[src/rtl/stream_fifo_pkg.sv]
// Shared helpers and constants for the stream FIFO: address-width computation,
// wrap-bit pointer increment, parameter legality checks and the status flag bundle.
package stream_fifo_pkg;

  // Smallest legal values for the configurable parameters.
  localparam int unsigned WIDTH_MIN    = 32'd1;
  localparam int unsigned DEPTH_MIN    = 32'd2;
  localparam int unsigned AF_LEVEL_MIN = 32'd1;

  // Level-derived status flags, kept together so they are registered as one unit.
  typedef struct packed {
    logic full;
    logic empty;
    logic almost_full;
    logic almost_empty;
  } fifo_flags_t;

  // Ceiling log2, usable in constant (elaboration-time) expressions.
  function automatic int unsigned fifo_clog2(input int unsigned n);
    int unsigned r;
    r = 32'd0;
    while ((r < 32'd31) && ((32'd1 << r) < n)) begin
      r = r + 32'd1;
    end
    return r;
  endfunction

  // True when n is a non-zero power of two.
  function automatic bit fifo_is_pow2(input int unsigned n);
    return (n != 32'd0) && ((n & (n - 32'd1)) == 32'd0);
  endfunction

  // Increment a ptr_w-bit pointer. With a power-of-2 depth the address field wraps
  // DEPTH-1 -> 0 and the carry toggles the MSB (wrap bit) automatically.
  function automatic logic [31:0] ptr_inc(input logic [31:0] ptr, input int unsigned ptr_w);
    logic [31:0] mask;
    mask = (32'd1 << ptr_w) - 32'd1;
    return (ptr + 32'd1) & mask;
  endfunction

endpackage

[src/rtl/stream_fifo_ram.sv]
// DEPTH x WIDTH storage for the stream FIFO: one synchronous write port, one
// asynchronous read port and a load-enabled output register that drives read_data.
module stream_fifo_ram
  import stream_fifo_pkg::*;
#(
  parameter int unsigned WIDTH  = 8,
  parameter int unsigned DEPTH  = 16,
  parameter int unsigned ADDR_W = 4
) (
  input  logic              ap_clk,
  input  logic              ap_rst_n,
  input  logic              wr_en,
  input  logic [ADDR_W-1:0] wr_addr,
  input  logic [WIDTH-1:0]  wr_data,
  input  logic [ADDR_W-1:0] rd_addr,
  input  logic              rd_load,
  input  logic              rd_bypass,
  output logic [WIDTH-1:0]  rd_q
);

  logic [WIDTH-1:0] mem_r [DEPTH];
  logic [WIDTH-1:0] rd_async_s;
  logic [WIDTH-1:0] rd_q_r;

  assign rd_async_s = mem_r[rd_addr];
  assign rd_q       = rd_q_r;

  // Storage write port; contents are deliberately left unreset.
  always_ff @(posedge ap_clk) begin
    if (wr_en) begin
      mem_r[wr_addr] <= wr_data;
    end
  end

  // Output register: loads the addressed word (or the word being written this edge) and otherwise holds.
  always_ff @(posedge ap_clk or negedge ap_rst_n) begin
    if (!ap_rst_n) begin
      rd_q_r <= {WIDTH{1'b0}};
    end else if (rd_load) begin
      rd_q_r <= rd_bypass ? wr_data : rd_async_s;
    end else begin
      rd_q_r <= rd_q_r;
    end
  end

endmodule

[src/rtl/stream_fifo_sync.sv]
// Single-clock stream FIFO with fill level, almost-full/empty thresholds, selectable
// show-ahead or registered read, sticky overflow/underflow flags and synchronous flush.
module stream_fifo_sync
  import stream_fifo_pkg::*;
#(
  parameter int unsigned WIDTH    = 8,
  parameter int unsigned DEPTH    = 16,
  parameter int unsigned AF_LEVEL = 12,
  parameter int unsigned AE_LEVEL = 2,
  parameter int unsigned FWFT     = 1,
  localparam int unsigned ADDR_W  = fifo_clog2(DEPTH)
) (
  input  logic              ap_clk,
  input  logic              ap_rst_n,
  input  logic              flush,
  input  logic              write_en,
  input  logic [WIDTH-1:0]  write_data,
  input  logic              read_en,
  output logic [WIDTH-1:0]  read_data,
  output logic              full,
  output logic              empty,
  output logic              almost_full,
  output logic              almost_empty,
  output logic [ADDR_W:0]   count,
  output logic              overflow,
  output logic              underflow
);

  localparam int unsigned PTR_W = ADDR_W + 32'd1;
  localparam int unsigned CNT_W = ADDR_W + 32'd1;
  localparam logic [CNT_W-1:0] DEPTH_CNT = CNT_W'(DEPTH);
  localparam logic [CNT_W-1:0] AF_CNT    = CNT_W'(AF_LEVEL);
  localparam logic [CNT_W-1:0] AE_CNT    = CNT_W'(AE_LEVEL);
  localparam logic [CNT_W-1:0] CNT_ONE   = {{ADDR_W{1'b0}}, 1'b1};

  // Reject illegal configurations while elaborating.
  generate
    if ((WIDTH < WIDTH_MIN) || (DEPTH < DEPTH_MIN) || !fifo_is_pow2(DEPTH) ||
        (AF_LEVEL < AF_LEVEL_MIN) || (AF_LEVEL > DEPTH) || (AE_LEVEL >= DEPTH)) begin : g_param_error
      $error("stream_fifo_sync: illegal parameters WIDTH=%0d DEPTH=%0d AF_LEVEL=%0d AE_LEVEL=%0d",
             WIDTH, DEPTH, AF_LEVEL, AE_LEVEL);
    end
  endgenerate

  logic [PTR_W-1:0]  wr_ptr_r;
  logic [PTR_W-1:0]  rd_ptr_r;
  logic [PTR_W-1:0]  wr_ptr_inc_s;
  logic [PTR_W-1:0]  rd_ptr_inc_s;
  logic [PTR_W-1:0]  wr_ptr_next_s;
  logic [PTR_W-1:0]  rd_ptr_next_s;
  logic [CNT_W-1:0]  count_r;
  logic [CNT_W-1:0]  count_next_s;
  fifo_flags_t       flags_r;
  fifo_flags_t       flags_next_s;
  logic              overflow_r;
  logic              underflow_r;
  logic              overflow_next_s;
  logic              underflow_next_s;
  logic              push_ok_s;
  logic              pop_ok_s;
  logic              ram_we_s;
  logic [ADDR_W-1:0] rd_addr_s;
  logic              rd_load_s;
  logic              rd_bypass_s;

  assign wr_ptr_inc_s = PTR_W'(ptr_inc(32'(wr_ptr_r), PTR_W));
  assign rd_ptr_inc_s = PTR_W'(ptr_inc(32'(rd_ptr_r), PTR_W));

  // Accept decisions depend only on registered flags, never on the other request.
  always_comb begin
    push_ok_s = write_en & ~flags_r.full;
    pop_ok_s  = read_en & ~flags_r.empty;
    ram_we_s  = push_ok_s & ~flush;
  end

  // Next pointers, fill level and sticky error flags; flush overrides any push/pop.
  always_comb begin
    wr_ptr_next_s    = wr_ptr_r;
    rd_ptr_next_s    = rd_ptr_r;
    count_next_s     = count_r;
    overflow_next_s  = overflow_r;
    underflow_next_s = underflow_r;
    if (flush) begin
      wr_ptr_next_s    = {PTR_W{1'b0}};
      rd_ptr_next_s    = {PTR_W{1'b0}};
      count_next_s     = {CNT_W{1'b0}};
      overflow_next_s  = 1'b0;
      underflow_next_s = 1'b0;
    end else begin
      if (push_ok_s) begin
        wr_ptr_next_s = wr_ptr_inc_s;
      end else begin
        wr_ptr_next_s = wr_ptr_r;
      end
      if (pop_ok_s) begin
        rd_ptr_next_s = rd_ptr_inc_s;
      end else begin
        rd_ptr_next_s = rd_ptr_r;
      end
      case ({push_ok_s, pop_ok_s})
        2'b10:   count_next_s = count_r + CNT_ONE;
        2'b01:   count_next_s = count_r - CNT_ONE;
        default: count_next_s = count_r;
      endcase
      overflow_next_s  = overflow_r | (write_en & flags_r.full);
      underflow_next_s = underflow_r | (read_en & flags_r.empty);
    end
  end

  // Flags are a registered decode of the fill level, so they always match count.
  always_comb begin
    flags_next_s.full         = (count_next_s == DEPTH_CNT);
    flags_next_s.empty        = (count_next_s == {CNT_W{1'b0}});
    flags_next_s.almost_full  = (count_next_s >= AF_CNT);
    flags_next_s.almost_empty = (count_next_s <= AE_CNT);
  end

  // Read path control: show-ahead keeps the register tracking the next head word,
  // registered mode loads only on an accepted pop.
  always_comb begin
    rd_addr_s   = rd_ptr_r[ADDR_W-1:0];
    rd_load_s   = 1'b0;
    rd_bypass_s = 1'b0;
    if (flush) begin
      rd_load_s   = 1'b0;
      rd_bypass_s = 1'b0;
    end else if (FWFT != 32'd0) begin
      rd_addr_s   = rd_ptr_next_s[ADDR_W-1:0];
      rd_load_s   = (count_next_s != {CNT_W{1'b0}});
      // The word written this edge becomes the head: forward it past the array.
      rd_bypass_s = push_ok_s & (wr_ptr_r[ADDR_W-1:0] == rd_ptr_next_s[ADDR_W-1:0]);
    end else begin
      rd_addr_s   = rd_ptr_r[ADDR_W-1:0];
      rd_load_s   = pop_ok_s;
      rd_bypass_s = 1'b0;
    end
  end

  // State registers: pointers, fill level, decoded flags and sticky errors.
  always_ff @(posedge ap_clk or negedge ap_rst_n) begin
    if (!ap_rst_n) begin
      wr_ptr_r             <= {PTR_W{1'b0}};
      rd_ptr_r             <= {PTR_W{1'b0}};
      count_r              <= {CNT_W{1'b0}};
      flags_r.full         <= 1'b0;
      flags_r.empty        <= 1'b1;
      flags_r.almost_full  <= 1'b0;
      flags_r.almost_empty <= 1'b1;
      overflow_r           <= 1'b0;
      underflow_r          <= 1'b0;
    end else begin
      wr_ptr_r    <= wr_ptr_next_s;
      rd_ptr_r    <= rd_ptr_next_s;
      count_r     <= count_next_s;
      flags_r     <= flags_next_s;
      overflow_r  <= overflow_next_s;
      underflow_r <= underflow_next_s;
    end
  end

  stream_fifo_ram #(
    .WIDTH  (WIDTH),
    .DEPTH  (DEPTH),
    .ADDR_W (ADDR_W)
  ) u_ram (
    .ap_clk    (ap_clk),
    .ap_rst_n  (ap_rst_n),
    .wr_en     (ram_we_s),
    .wr_addr   (wr_ptr_r[ADDR_W-1:0]),
    .wr_data   (write_data),
    .rd_addr   (rd_addr_s),
    .rd_load   (rd_load_s),
    .rd_bypass (rd_bypass_s),
    .rd_q      (read_data)
  );

  assign full         = flags_r.full;
  assign empty        = flags_r.empty;
  assign almost_full  = flags_r.almost_full;
  assign almost_empty = flags_r.almost_empty;
  assign count        = count_r;
  assign overflow     = overflow_r;
  assign underflow    = underflow_r;

endmodule
[config.mk]
export PLATFORM = sky130hd
export DESIGN_NAME = stream_fifo_sync
export DESIGN_NICKNAME = d
export VERILOG_FILES = /design/src/rtl/stream_fifo_pkg.sv /design/src/rtl/stream_fifo_ram.sv /design/src/rtl/stream_fifo_sync.sv
export SDC_FILE = /design/constraint.sdc
export NUM_CORES = 1
export LEC_CHECK = 0
export ABC_AREA = 1
export ABC_CLOCK_PERIOD_IN_PS = 3260
export BUFFER_PORTS_ARGS = -buffer_cell sky130_fd_sc_hd__buf_2
export CORE_MARGIN = 3
export CORE_UTILIZATION = 45
export CTS_BUF_LIST = sky130_fd_sc_hd__clkbuf_8
export DETAILED_ROUTE_END_ITERATION = 16
export PLACE_DENSITY_LB_ADDON = 0.1
export SLEW_MARGIN = 20
export SYNTH_ARGS = -nofsm -noshare
export SYNTH_HDL_FRONTEND = slang
export SYNTH_HIERARCHICAL = 1
export SYNTH_SLANG_ARGS = --single-unit
[constraint.sdc]
create_clock -name ap_clk -period 3.26 [get_ports ap_clk]
set_input_delay 0.652 -clock ap_clk [delete_from_list [all_inputs] [get_ports ap_clk]]
set_output_delay 0.652 -clock ap_clk [all_outputs]
set_load 0.02 [all_outputs]
Word level (Yosys, flattened, before mapping). Memories as Yosys holds them, arrays and structs flattened. A register that Yosys moved wholly into a read port is not among the register bits. Cells that the tools add are included.

Register bits: 21. RAM bits: 128. Input port bits: 13. Logic and storage cells: 47. Memories: 1.

Add/sub/neg operators: 4. Magnitude comparators: 2. Eq/ne operators: 3. Multiplexer cells: 12. Bitwise gates (word level): 10. Reduce and logical (&&, ||, !) cells: 5.

Memory list: u_ram.mem_r (words 16, bits a word 8, read ports 1, clocked after memory_dff 1, wr ports 1, RTL line stream_fifo_ram.sv:21) `logic [WIDTH-1:0] mem_r [DEPTH];`.

Operator list (number): 5-bit two-way mux (5); 5-bit by 1-bit adder with 5-bit output, second input constant (3); 5-bit case mux with 2 select lines (1); 1-bit bitwise AND (5); 5-bit == test, second input constant (1); 5-bit by 4-bit >= comparator with 1-bit output, second input constant (1); 5-bit by 2-bit less-or-equal comparator with 1-bit output, second input constant (1); 5-bit zero test (1); 1-bit two-way mux (5); 5-bit nonzero test (1); 5-bit by 1-bit subtractor with 5-bit output, second input constant (1); 4-bit two-way mux (1); 2-bit nonzero test (2); 1-bit NOT (3); 2-bit by 1-bit == test with 1-bit output, second input constant (1); 2-bit == test, second input constant (1); 1-bit bitwise OR (2); 1-bit zero test (1).

Logic depth before layout (Yosys ltp). Gate-level depths: netlist of the first run.

Word-level depth: 7. Gate-level depth with buffers: 21. Depth with buffers taken out: 20.

By module. Netlist of the first run, hierarchy kept.

Modules (own cells, without submodules): stream_fifo_ram (times used 1, cells an instance 579, area an instance 5903.2 µm², sequential area each 4043.9 µm²); stream_fifo_sync (times used 1, cells an instance 159, area an instance 1178.6 µm², sequential area each 478.0 µm²).

Worst setup path after synthesis of the first run. No wires, ideal clock.

Path type: input to register. Start: in write_en. End: reg u_ram.rd_q_r[5] (netlist: u_ram/rd_q[5]), read port of u_ram.mem_r. Data arrival time: 2.730 ns. Slack: 0.414 ns. Cell stages on the path: 18. Buffers on the path: 1. Path through: inv_1 > nor2_1 > inv_1 > ha_1 > nor2_1 > nor2_4 > ha_1 > nor2_1 > nor2_1 > nand2_1 > nand2_1 > a21oi_2 > nand3_1 > inv_1 > clkbuf_1 > nor2_1 > nand2_1 > nand2_1.

Word-level cells in the longest chain between the ends: 6.

Ends and longest elaborated chain: start, declared (RTL line stream_fifo_sync.sv:16) `input logic write_en,`; 1-bit bitwise AND * (RTL line stream_fifo_sync.sv:71) `push_ok_s = write_en & ~flags_r.full;`; 2-bit by 1-bit == test with 1-bit output / 2-bit == test (equally long branches) (RTL line stream_fifo_sync.sv:100) `case ({push_ok_s, pop_ok_s})`; 5-bit case mux with 2 select lines * (RTL line stream_fifo_sync.sv:100); 5-bit two-way mux * (RTL line stream_fifo_sync.sv:83) `if (flush) begin`; 5-bit nonzero test * (RTL line stream_fifo_sync.sv:129) `rd_load_s = (count_next_s != {CNT_W{1'b0}});`; 1-bit two-way mux * (RTL line stream_fifo_sync.sv:124) `if (flush) begin`; via rd_load_s (RTL line stream_fifo_sync.sv:63) `logic rd_load_s;`; end, declared (RTL line stream_fifo_ram.sv:23) `logic [WIDTH-1:0] rd_q_r;`.

Mark *: on every way through the listed nets, which the timed path passes. The rest lies on a longest branch. A chain may end at the register's enable or synchronous reset.

Final worst setup path of the first run.
Start: reg, netlist name full. End: reg u_ram.rd_q_r[5] (netlist: u_ram/rd_q[5]), read port of u_ram.mem_r.

Word-level cells in the longest chain between the ends: 7.

Ends and longest elaborated chain (RTL line): 1-bit NOT * (stream_fifo_sync.sv:71); 1-bit bitwise AND * (stream_fifo_sync.sv:71); 2-bit by 1-bit == test with 1-bit output / 2-bit == test (equally long branches) (stream_fifo_sync.sv:100); 5-bit case mux with 2 select lines * (stream_fifo_sync.sv:100); 5-bit two-way mux * (stream_fifo_sync.sv:83); 5-bit nonzero test * (stream_fifo_sync.sv:129); 1-bit two-way mux * (stream_fifo_sync.sv:124); via rd_load_s (stream_fifo_sync.sv:63).

Marks and branches as above.

==> results of run 1 <==
registers in the layout, indices dropped and copies added, names as in the netlist:
signal and count:
u_ram/mem_r 128, u_ram/rd_q 8, count 5, rd_ptr_r 4, wr_ptr_r 4, almost_empty 1, almost_full 1, empty 1
full 1, overflow 1, underflow 1
power groups by stage:
stage	Sequential [µW]	Clock [µW]	Combinational [µW]
detailed placement	2470	0	1620
global placement	2470	0	1610
global route	2450	1630	1830
CTS	2430	1550	1630
finish	2430	1510	1610
floorplan	2570	0	1070
cell families after synthesis:
| group | count (synthesis) | share of synthesized area, % |
|---|---|---|
| and+or+nand+nor | 425 | 25.23 |
| adders and majority gates | 5 | 0.8834 |
| xor gates and xnor gates | 3 | 0.3711 |
| DFF | 155 | 63.85 |
| AOI/OAI and AO/OA | 21 | 1.661 |
| buffers and inverters | 129 | 8.003 |
how the worst min path moves through the flow:
| stage | to | slack, ps | depth (start not counted) |
|---|---|---|---|
| final | full | 210 | 1 |
| after global routing | count[0] | 230 | 1 |
| after CTS | full | 200 | 1 |
| after detailed placement | u_ram/rd_q[6] | 470 | 2 |
| after global placement | u_ram/rd_q[7] | 470 | 2 |
| after floorplan | almost_full | 360 | 0 |
final cells by class:
cell class	count	area, µm²	share of cell area, %
clock inverters	15	180.2	2.273
flip-flops and latches	155	4522	57.04
well taps	211	264.0	3.330
clock buffers	17	234.0	2.951
inverters	101	379.1	4.782
repair buffers	54	340.3	4.293
multi-input cells	454	2008	25.33
routing by layer:
layer / track usage (%) / wire (µm)
met3: 4.288 / 777
met2: 31.32 / 7758
met4: 5.484 / 175
met1: 27.30 / 7487
met5: 0 / 0
cells in the mapped netlist (all sizes together):
cell    count  area share (%)
a21boi      1            0.16
buf        24             2.4
nand2     264              14
inv       101             5.4
nand4       1           0.088
clkbuf      4            0.21
nor2       51             3.0
a21oi       9            0.69
nand3b      2            0.21
edfxtp    128              54
dfrtp      25             8.8
xor2        3            0.37
or2         2            0.18
ha          5            0.88
o21a        1            0.11
o21ai      10            0.71
nand3     105             7.6
dfstp       2            0.74
through the flow:
step                      cell area (µm²)  utilization, %
after CTS                            7928           51.76
after global placement               7513           49.06
after floorplan                      7082               -
after detailed placement             7513           49.06
final                                7928           51.76
after global routing                 7928           51.76
==> run summary, run 1 <==
# setup viols final - 0
Core area - 0.01531 mm²
Worst path depth - 16
Ports - 32
CP max stage cell - dfrtp_1
GP Congestion - 0.8388
First drt pass iteration count - 5
P_leak - 0.003537 µW
Internal Power - 3639 µW
CTS tree - yes
Worst EP required - 3600 ps
Setup TNS - 0 ps
Mapped Nets - 756
Final Non-Filler Cells - 1,007
CP Max Fanout - 16
Cts hold-fix bufs - 0
Most common cell after layout, fill and taps aside - nand2_1
Clock power frac - 27.3%
Final wirelength - 16.20 mm
Power Total - 5552 µW
Rows - 45
Power per cell area - 700.4 mW/mm²
Dpl hpwl - 10.43 mm
Sequential share of power - 43.7%
Pre-CTS setup slack - 181.2 ps
Initial DRC count - 424
Fillcell total - 1,457
CP bufs+invs - 2
RSZ-0062 raised after global routing - false
Synth warn - 6
Final min period - 2726 ps
Register-to-register setup slack - 530 ps
Sw power - 1913 µW
Reg2reg start - full
Syn-to-layout area delta - 11.94%
Post_cts resized - 0
Critical Path, Cell by Cell - nor2_1 -> inv_1 -> ha_1 -> nor2_1 -> nor2_4 -> ha_1 -> nor2_1 -> nor2_1 -> nand2_1 -> nand2_1 -> a21oi_2 -> nand3_1 -> inv_1 -> nor2_1 -> nand2_1 -> nand2_1
Share of cells above drive strength 1 - 13.57%
Logic gate share of total power - 29.1%
Worst R2R End - u_ram/rd_q[5]
Vias in the first global route - 4,842
Unique masters post-synth - 27
Nets@finish - 801
Die H - 131.5 µm
Slew HR - 45.37%
Syn_area_per_cell - 9.596 µm²
CTS root buf - clkbuf_8
Pins Over Slew Limit - 0
Switch share - 34.46%
Startpoint Class - register
PortBufs - 31
Cells after DPL - 975
Post-CTS Repair Setup Buffers - 0
CTS sink count - 155
Synth Register Bits - 155
Worst Tran Pin Value - 816.4 ps
Period utilization - 83.62%
Clk slew on worst S/H paths - 80 ps
Synthesized instance count - 738
Fin Clk Skew - 10.17 ps
Crit path to - u_ram/rd_q[5]
WL/cell - 16.09 µm
Final Worst Setup Slack - 533.9 ps
Antenna Cells - 0
Drt via density - 4.908
GRT overflow - 0
Starting Density - 46.24%
DRC errors left - 0
Max stage delay on crit path - 400 ps
WHS - 210.3 ps
Critical path arrival - 3060 ps
Max-cap violations - 0
Worst Setup SP - full
Syn Std Cell Area - 0.007082 mm²
Latest clock arrival within the worst-skew pair - 440 ps
Status - complete, no violations
Total track usage - 19.62%
Die Area - 0.01728 mm²
Critical path class - register to register
Fmax - 0.3668 GHz
Most used cell along the critical path - nor2_1
Hold crit path type - input port to asynchronous set/reset pin
Die width - 131.5 µm
Htree depth - 4
Max Root-Sink Buffers - 2
CP top delay family - simple AND/OR/NAND/NOR gates
Largest net degree at the start of global routing - 65
DRT antenna net count - 0
First-pass GRT wire length - 26.25 mm
Most frequent cells in the layout - 257 x nand2_1, 128 x edfxtp_1, 103 x nand3_1, 95 x inv_1, 48 x nor2_1
Peak VDD IR - 0.2783 mV
Reg2reg path depth - 16
CP endpoint kind - register
Total vias in the final route - 4,942
Initial antenna violation count - 0
CTS Buf Count - 17
Final hold vios - 0
Seq/Total Area, Yosys - 63.85%
No activity file was read; power rests on OpenSTA's default activity.
==> run 2: changes to the inputs <==
Settings changed: ABC_AREA 1 to 0, ABC_CLOCK_PERIOD_IN_PS 3260 to 2200.
Clock period 3.26 ns to 2.2 ns, I/O delays scaled along.
==> run summary, run 2 <==
Largest family of logic cells by synthesized area - multiplexers
Mapped Nets - 408 (-46%)
Rows - 43 (-4.4%)
Fin Clk Skew - 17.22 ps (+7.053 ps)
Vias in the first global route - 3,733 (-23%)
Most frequent cell after synthesis - edfxtp_1
Drt via density - 5.351 (+9.0%)
DRC errors left - 0 (unchanged)
Cell taking the most area after synthesis - edfxtp_1
Logic gate share of total power - 24.5% (-4.6 points)
Nets@finish - 503 (-37%)
Clock power frac - 29.2% (+1.9 points)
Top_reg_cell synth - edfxtp_1
Die H - 126.2 µm (-4.0%)
RSZ-0062 raised after global routing - true
Peak VDD IR - 0.4997 mV (+80%)
Die width - 126.2 µm (-4.0%)
GP Congestion - 0.7961 (-5.1%)
CTS sink count - 155 (unchanged)
Initial antenna violation count - 0 (unchanged)
Critical path arrival - 3320 ps (+260 ps)
Die Area - 0.01592 mm² (-7.9%)
Syn_area_per_cell - 16.66 µm² (+74%)
Final min period - 2936 ps (+209.8 ps)
Fmax - 0.3406 GHz (-7.1%)
Share of cells above drive strength 1 - 35.28% (+22 points)
Clk slew on worst S/H paths - 90 ps (about the same)
Slew HR - 42.81% (-2.6 points)
Status - finished with violations
Sw power - 2112 µW (+10%)
First-pass GRT wire length - 21.58 mm (-18%)
Final Worst Setup Slack - -735.9 ps (-1270 ps)
Pins Over Slew Limit - 0 (unchanged)
Most frequent cells in the layout - 128 x edfxtp_1, 53 x buf_4, 31 x buf_2, 27 x nand2_1, 25 x dfrtp_1
Latest clock arrival within the worst-skew pair - 450 ps (about the same)
Antenna Cells - 0 (unchanged)
WL/cell - 20.26 µm (+26%)
GRT overflow - 0 (unchanged)
Seq/Total Area, Yosys - 69.58% (+5.7 points)
Power Total - 7421 µW (+34%)
Startpoint Class - register
CTS tree - yes
Synth top cells by count - 128 x edfxtp_1, 29 x nor2_1, 27 x nand2_1, 25 x dfrtp_1, 18 x mux2i_1
Period utilization - 133.5% (+50 points)
Number of synthesized flops with an enable pin - 128 (unchanged)
Number of flip-flops in the largest register - 128 (unchanged)
CP endpoint kind - register
Synthesized instance count - 390 (-47%)
CTS Buf Count - 17 (unchanged)
Most common cell after layout, fill and taps aside - edfxtp_1
Largest net degree at the start of global routing - 28 (-57%)
Worst EP required - 2590 ps (-1010 ps)
DRT antenna net count - 0 (unchanged)
CTS root buf - clkbuf_8
Post-synthesis adder-cell area fraction - 0.9626% (+0.079 points)
Register-to-register setup slack - -740 ps (-1270 ps)
Worst R2R End - u_ram/rd_q[4]
P_leak - 0.002895 µW (-18%)
Post-synth top area share - 59.15% (+4.9 points)
Final wirelength - 13.70 mm (-15%)
Internal Power - 5309 µW (+46%)
Initial DRC count - 238 (-44%)
First drt pass iteration count - 5 (unchanged)
Reg2reg path depth - 16 (unchanged)
Hold crit path type - input port to asynchronous set/reset pin
CP Max Fanout - 8 (-8)
Cell Area, Placed - 0.007405 mm² (-1.4%)
Total vias in the final route - 3,617 (-27%)
Final hold vios - 0 (unchanged)
Total track usage - 18.16% (-1.5 points)
Design area - 0.007940 mm² (+0.16%)
# setup viols final - 13 (+13)
Compound-Gate Fraction of Synth Area - 3.985% (+2.3 points)
Mux contribution to synthesized area - 14.04% (+14 points)
Post-Synth Simple-Gate Area - 7.412% (-18 points)
Sequential share of power - 46.2% (+2.5 points)
PortBufs - 31 (unchanged)
Max Root-Sink Buffers - 2 (unchanged)
Core area - 0.01399 mm² (-8.7%)
Critical path class - register to register
Crit path to - u_ram/rd_q[4]
Dpl hpwl - 9.072 mm (-13%)
Top post-synthesis cells by area - edfxtp_1 59%, dfrtp_1 9.6%, mux4_1 6.1%
Synth Register Bits - 155 (unchanged)
Switch share - 28.46% (-6.0 points)
Syn Std Cell Area - 0.006499 mm² (-8.2%)
Xor/xnor share of the synthesized area - 2.156% (+1.8 points)
Synth warn - 6 (unchanged)
Worst Setup SP - empty
Htree depth - 4 (unchanged)
Top reg by flops - u_ram/mem_r
Syn-to-layout area delta - 22.18%
Fillcell total - 1,133 (-22%)
Ports - 32 (unchanged)
Power per cell area - 934.7 mW/mm² (+33%)
Unique masters post-synth - 43 (+59%)
Reg2reg start - empty
Starting Density - 46.46% (+0.22 points)
Failing checks - negative setup slack
Max-cap violations - 0 (unchanged)
Worst Tran Pin Value - 856.1 ps (+39.61 ps)
Async S/R FF share, synth - 17.42% (unchanged)
==> run 2: worst min-delay path by stage <==
stage | from | end | slack (ps)
after CTS | ap_rst_n | u_ram/rd_q[4] | 10
after global placement | overflow | overflow | 480
final | ap_rst_n | count[0] | 20
after floorplan | ap_rst_n | almost_full | 140
after detailed placement | underflow | underflow | 480
after global routing | ap_rst_n | underflow | 40
==> run 2: layout make-up <==
| type | instances | area [µm²] | area share [%] |
|---|---|---|---|
| clock buffer | 17 | 234.0 | 2.947 |
| clock inverter | 13 | 166.4 | 2.096 |
| inverter | 3 | 13.76 | 0.1733 |
| multi-input combinational | 213 | 2023 | 25.48 |
| sequential | 155 | 4522 | 56.95 |
| tap | 180 | 225.2 | 2.836 |
| timing repair buffer | 95 | 755.7 | 9.518 |
==> run 2: cell families (layout without fill, tap and decap cells) <==
kind of cell / Yosys count / count (layout)
xor gates and xnor gates: 16 / 16
AOI/OAI and AO/OA: 42 / 42
and+or+nand+nor: 97 / 97
DFF: 155 / 155
muxes: 53 / 53
buffers and inverters: 22 / 128
adders and majority gates: 5 / 5
==> run 2: power groups by stage <==
stage               logic [µW]  clock network, µW  registers [µW]
floorplan                  969                  0            3650
global route              1970               2360            3450
finish                    1820               2170            3430
detailed placement        1760                  0            3490
global placement          1740                  0            3490
CTS                       1810               2230            3430
==> run 2: per-layer routing <==
metal	part of all wire [%]	up-vias	track usage, %
li1	-	1707	-
met1	45	1828	25.34
met2	50	74	29.01
met3	4.3	8	3.478
met4	0.78	0	6.057
met5	0	-	0
==> run 2: worst max-delay path, stage by stage, from the launching register on <==
cell      delay, ps
dfstp_2         540
nand2b_4        130
inv_4            40
ha_4            150
xor2_2          140
ha_2            180
buf_4           130
buf_4           120
a21o_1          190
a32oi_2         170
xor2_1          120
a31oi_2         290
nand3b_1        140
buf_6           170
a221oi_2        170
o21ai_1         110
nand3_1          80
==> run 2: per-stage QoR <==
step / TNS [ps] / std cells / setup WS [ps] / hold WS [ps] / utilization [%]
final: -6989 / 676 / -735.9 / 18.33 / 56.76
after global routing: -8817 / 676 / -885.3 / 44.51 / 56.76
after CTS: -6947 / 675 / -710.9 / 13.39 / 56.45
after detailed placement: -14870 / 643 / -937.8 / 482.9 / 52.93
after global placement: -12450 / 643 / -779.7 / 476.3 / 52.93
after floorplan: -7831 / 390 / -807.1 / 144.4 / -
==> run 2: timing repair <==
item | CTS | global route
gates resized for setup | 14 | 7
hold buffers | 0 | 0
pin swaps | 8 | 4
setup endpoints to repair | 45 | 24
hold endpoints to repair | 0 | 0
cloned | 0 | 0
setup buffers | 3 | 1
==> run 3: changes to the inputs <==
Settings changed: BUFFER_PORTS_ARGS -buffer_cell sky130_fd_sc_hd__buf_2 to not set, DONT_BUFFER_PORTS set to 1.
==> run summary, run 3 (same netlist as run 2, synthesis figures left out) <==
Cell Area, Placed - 0.007284 mm² (-1.6%)
Sequential share of power - 47.5% (+1.3 points)
Critical path class - register to register
Worst Hold Launch - flush
CTS Buf Count - 17 (unchanged)
Dpl hpwl - 8.938 mm (-1.5%)
Hold depth - 1
Core area - 0.01399 mm² (unchanged)
Worst R2R End - u_ram/rd_q[1]
Critical Path, Cell by Cell - nand2b_4 -> inv_4 -> ha_4 -> xor2_1 -> ha_2 -> or3b_1 -> a32oi_2 -> xor2_2 -> a31oi_4 -> nand3b_1 -> buf_6 -> a221oi_2 -> o21ai_1 -> nand3_1
Met1 wire length - 5.945 mm (-3.4%)
Final Worst Setup Slack - -633.6 ps (+102.3 ps)
Critical path arrival - 3210 ps (-110 ps)
Starting Density - 46.46% (unchanged)
Register-to-register setup slack - -630 ps (+100 ps)
Drt via density - 5.405 (+1.0%)
Total vias in the final route - 3,551 (-1.8%)
DRT antenna net count - 0 (unchanged)
DRC errors left - 0 (unchanged)
Nets@finish - 482 (-4.2%)
Switch share - 28.46% (about the same)
First-pass GRT wire length - 21.55 mm (-0.13%)
Max-cap violations - 0 (unchanged)
RSZ-0062 raised after global routing - true
Power per cell area - 946.3 mW/mm² (+1.2%)
Latest clock arrival within the worst-skew pair - 450 ps (about the same)
Final min period - 2834 ps (-102.3 ps)
Most common cell after layout, fill and taps aside - edfxtp_1
Top reg by flops - u_ram/mem_r
Logic gate share of total power - 22.7% (-1.8 points)
Initial antenna violation count - 0 (unchanged)
CTS root buf - clkbuf_8
Syn-to-layout area delta - 22.06% (about the same)
Vias in the first global route - 3,639 (-2.5%)
Pins Over Slew Limit - 0 (unchanged)
Max Root-Sink Buffers - 2 (unchanged)
Met2 WL - 6.708 mm (-2.0%)
Final Non-Filler Cells - 657 (-2.8%)
Worst EP required - 2580 ps (about the same)
Cells after DPL - 615 (-4.4%)
Startpoint Class - register
Hold Crit Endpoint - wr_ptr_r[0]
Fmax - 0.3529 GHz (+3.6%)
Reg2reg path depth - 14 (-2)
Max stage delay on crit path - 530 ps (about the same)
Largest net degree at the start of global routing - 28 (unchanged)
Ports - 32 (unchanged)
CP Max Fanout - 8 (unchanged)
Number of flip-flops in the largest register - 128 (unchanged)
First drt pass iteration count - 4 (-1)
CTS sink count - 155 (unchanged)
Setup TNS - -6016 ps (+973.1 ps)
P_leak - 0.002840 µW (-1.9%)
Fillcell total - 1,098 (-3.1%)
Final hold vios - 0 (unchanged)
Worst Tran Pin Value - 848.5 ps (-7.534 ps)
Peak VDD IR - 0.4362 mV (-13%)
Htree depth - 4 (unchanged)
Reg2reg start - empty
Final wirelength - 13.60 mm (-0.70%)
GP Congestion - 0.8161 (+2.5%)
Die H - 126.2 µm (unchanged)
Initial DRC count - 252 (+5.9%)
CTS tree - yes
Most frequent cells in the layout - 128 x edfxtp_1, 58 x buf_4, 27 x nand2_1, 25 x dfrtp_1, 24 x nor2_1
Rows - 43 (unchanged)
Slew HR - 43.32% (+0.50 points)
DR top layer - met4
Die width - 126.2 µm (unchanged)
Hold crit path type - input port to register
GRT overflow - 0 (unchanged)
Fin Clk Skew - 11.84 ps (-5.379 ps)
Total track usage - 18.12% (-0.040 points)
Status - finished with violations
Share of cells above drive strength 1 - 32.49% (-2.8 points)
CP max stage cell - dfstp_2
Sw power - 2137 µW (+1.2%)
Design area - 0.007933 mm² (about the same)
Period utilization - 128.8% (-4.6 points)
CP endpoint kind - register
Die Area - 0.01592 mm² (unchanged)
WL/cell - 20.70 µm (+2.2%)
Pre-CTS setup slack - -781.3 ps (+156.5 ps)
PortBufs - 0 (-100%)
# setup viols final - 13 (unchanged)
Clock power frac - 29.7% (+0.5 points)
Antenna Cells - 0 (unchanged)
Internal Power - 5370 µW (+1.2%)
Met3 wire len - 821 µm (+38%)
Clk slew on worst S/H paths - 90 ps (about the same)
Failing checks - negative setup slack
Power Total - 7507 µW (+1.2%)
-- run 3: power groups by stage --
stage / logic, µW / registers, µW / clock network (µW)
after floorplan: 969 / 3650 / 0
after global placement: 1470 / 3630 / 0
after detailed placement: 1480 / 3640 / 0
after CTS: 1550 / 3570 / 2280
after global routing: 1860 / 3590 / 2420
final: 1710 / 3570 / 2230
-- run 3: repair_timing --
item                                    in CTS  in global routing
endpoints found under the setup margin      13                 47
hold endpoints to repair                    27                  1
hold buffers                                 2                  1
gates cloned                                 0                  0
setup buffers                                1                  7
pin swaps                                    7                  4
resized for setup                           13                 15
-- run 3: critical path: cells and delay by family, from the launching register on --
family          cells  cell delay [ps]
xor+xnor            2              260
compound gates      4              730
fa+ha+maj           2              360
flops               1              530
simple gates        4              690
buf+inv             2              210
-- run 3: how the worst max path moves through the flow --
stage	startpoint	depth (start not counted)	to	slack (ps)
2_1_floorplan	empty	15	u_ram/rd_q[0]	-810
3_3_place_gp	write_en	12	u_ram/rd_q[6]	-670
3_5_place_dp	write_en	12	u_ram/rd_q[4]	-780
4_1_cts	empty	14	u_ram/rd_q[1]	-700
5_1_grt	empty	14	u_ram/rd_q[0]	-810
6_report	empty	14	u_ram/rd_q[1]	-630
-- run 3: metal layers --
layer,up-vias,track usage (%)
li1,1664,-
met1,1787,25.23
met2,86,28.79
met3,14,4.580
met4,0,4.921
met5,-,0
-- run 3: per-stage QoR --
| stage | utilization [%] | hold WS [ps] |
|---|---|---|
| 4_1_cts | 55.82 | 13.96 |
| 6_report | 56.71 | 48.88 |
| 2_1_floorplan | - | 144.4 |
| 3_3_place_gp | 52.08 | 145.0 |
| 3_5_place_dp | 52.08 | 145.1 |
| 5_1_grt | 56.71 | 5.180 |
-- run 3: cell type report --
| type | instances | area (µm²) | share of cell area (%) |
|---|---|---|---|
| tap | 180 | 225.2 | 2.839 |
| clock inverter | 15 | 186.4 | 2.350 |
| clock buffer | 17 | 234.0 | 2.950 |
| multi-input combinational | 213 | 2033 | 25.63 |
| timing repair buffer | 74 | 718.2 | 9.054 |
| sequential | 155 | 4522 | 57.00 |
| inverter | 3 | 13.76 | 0.1735 |
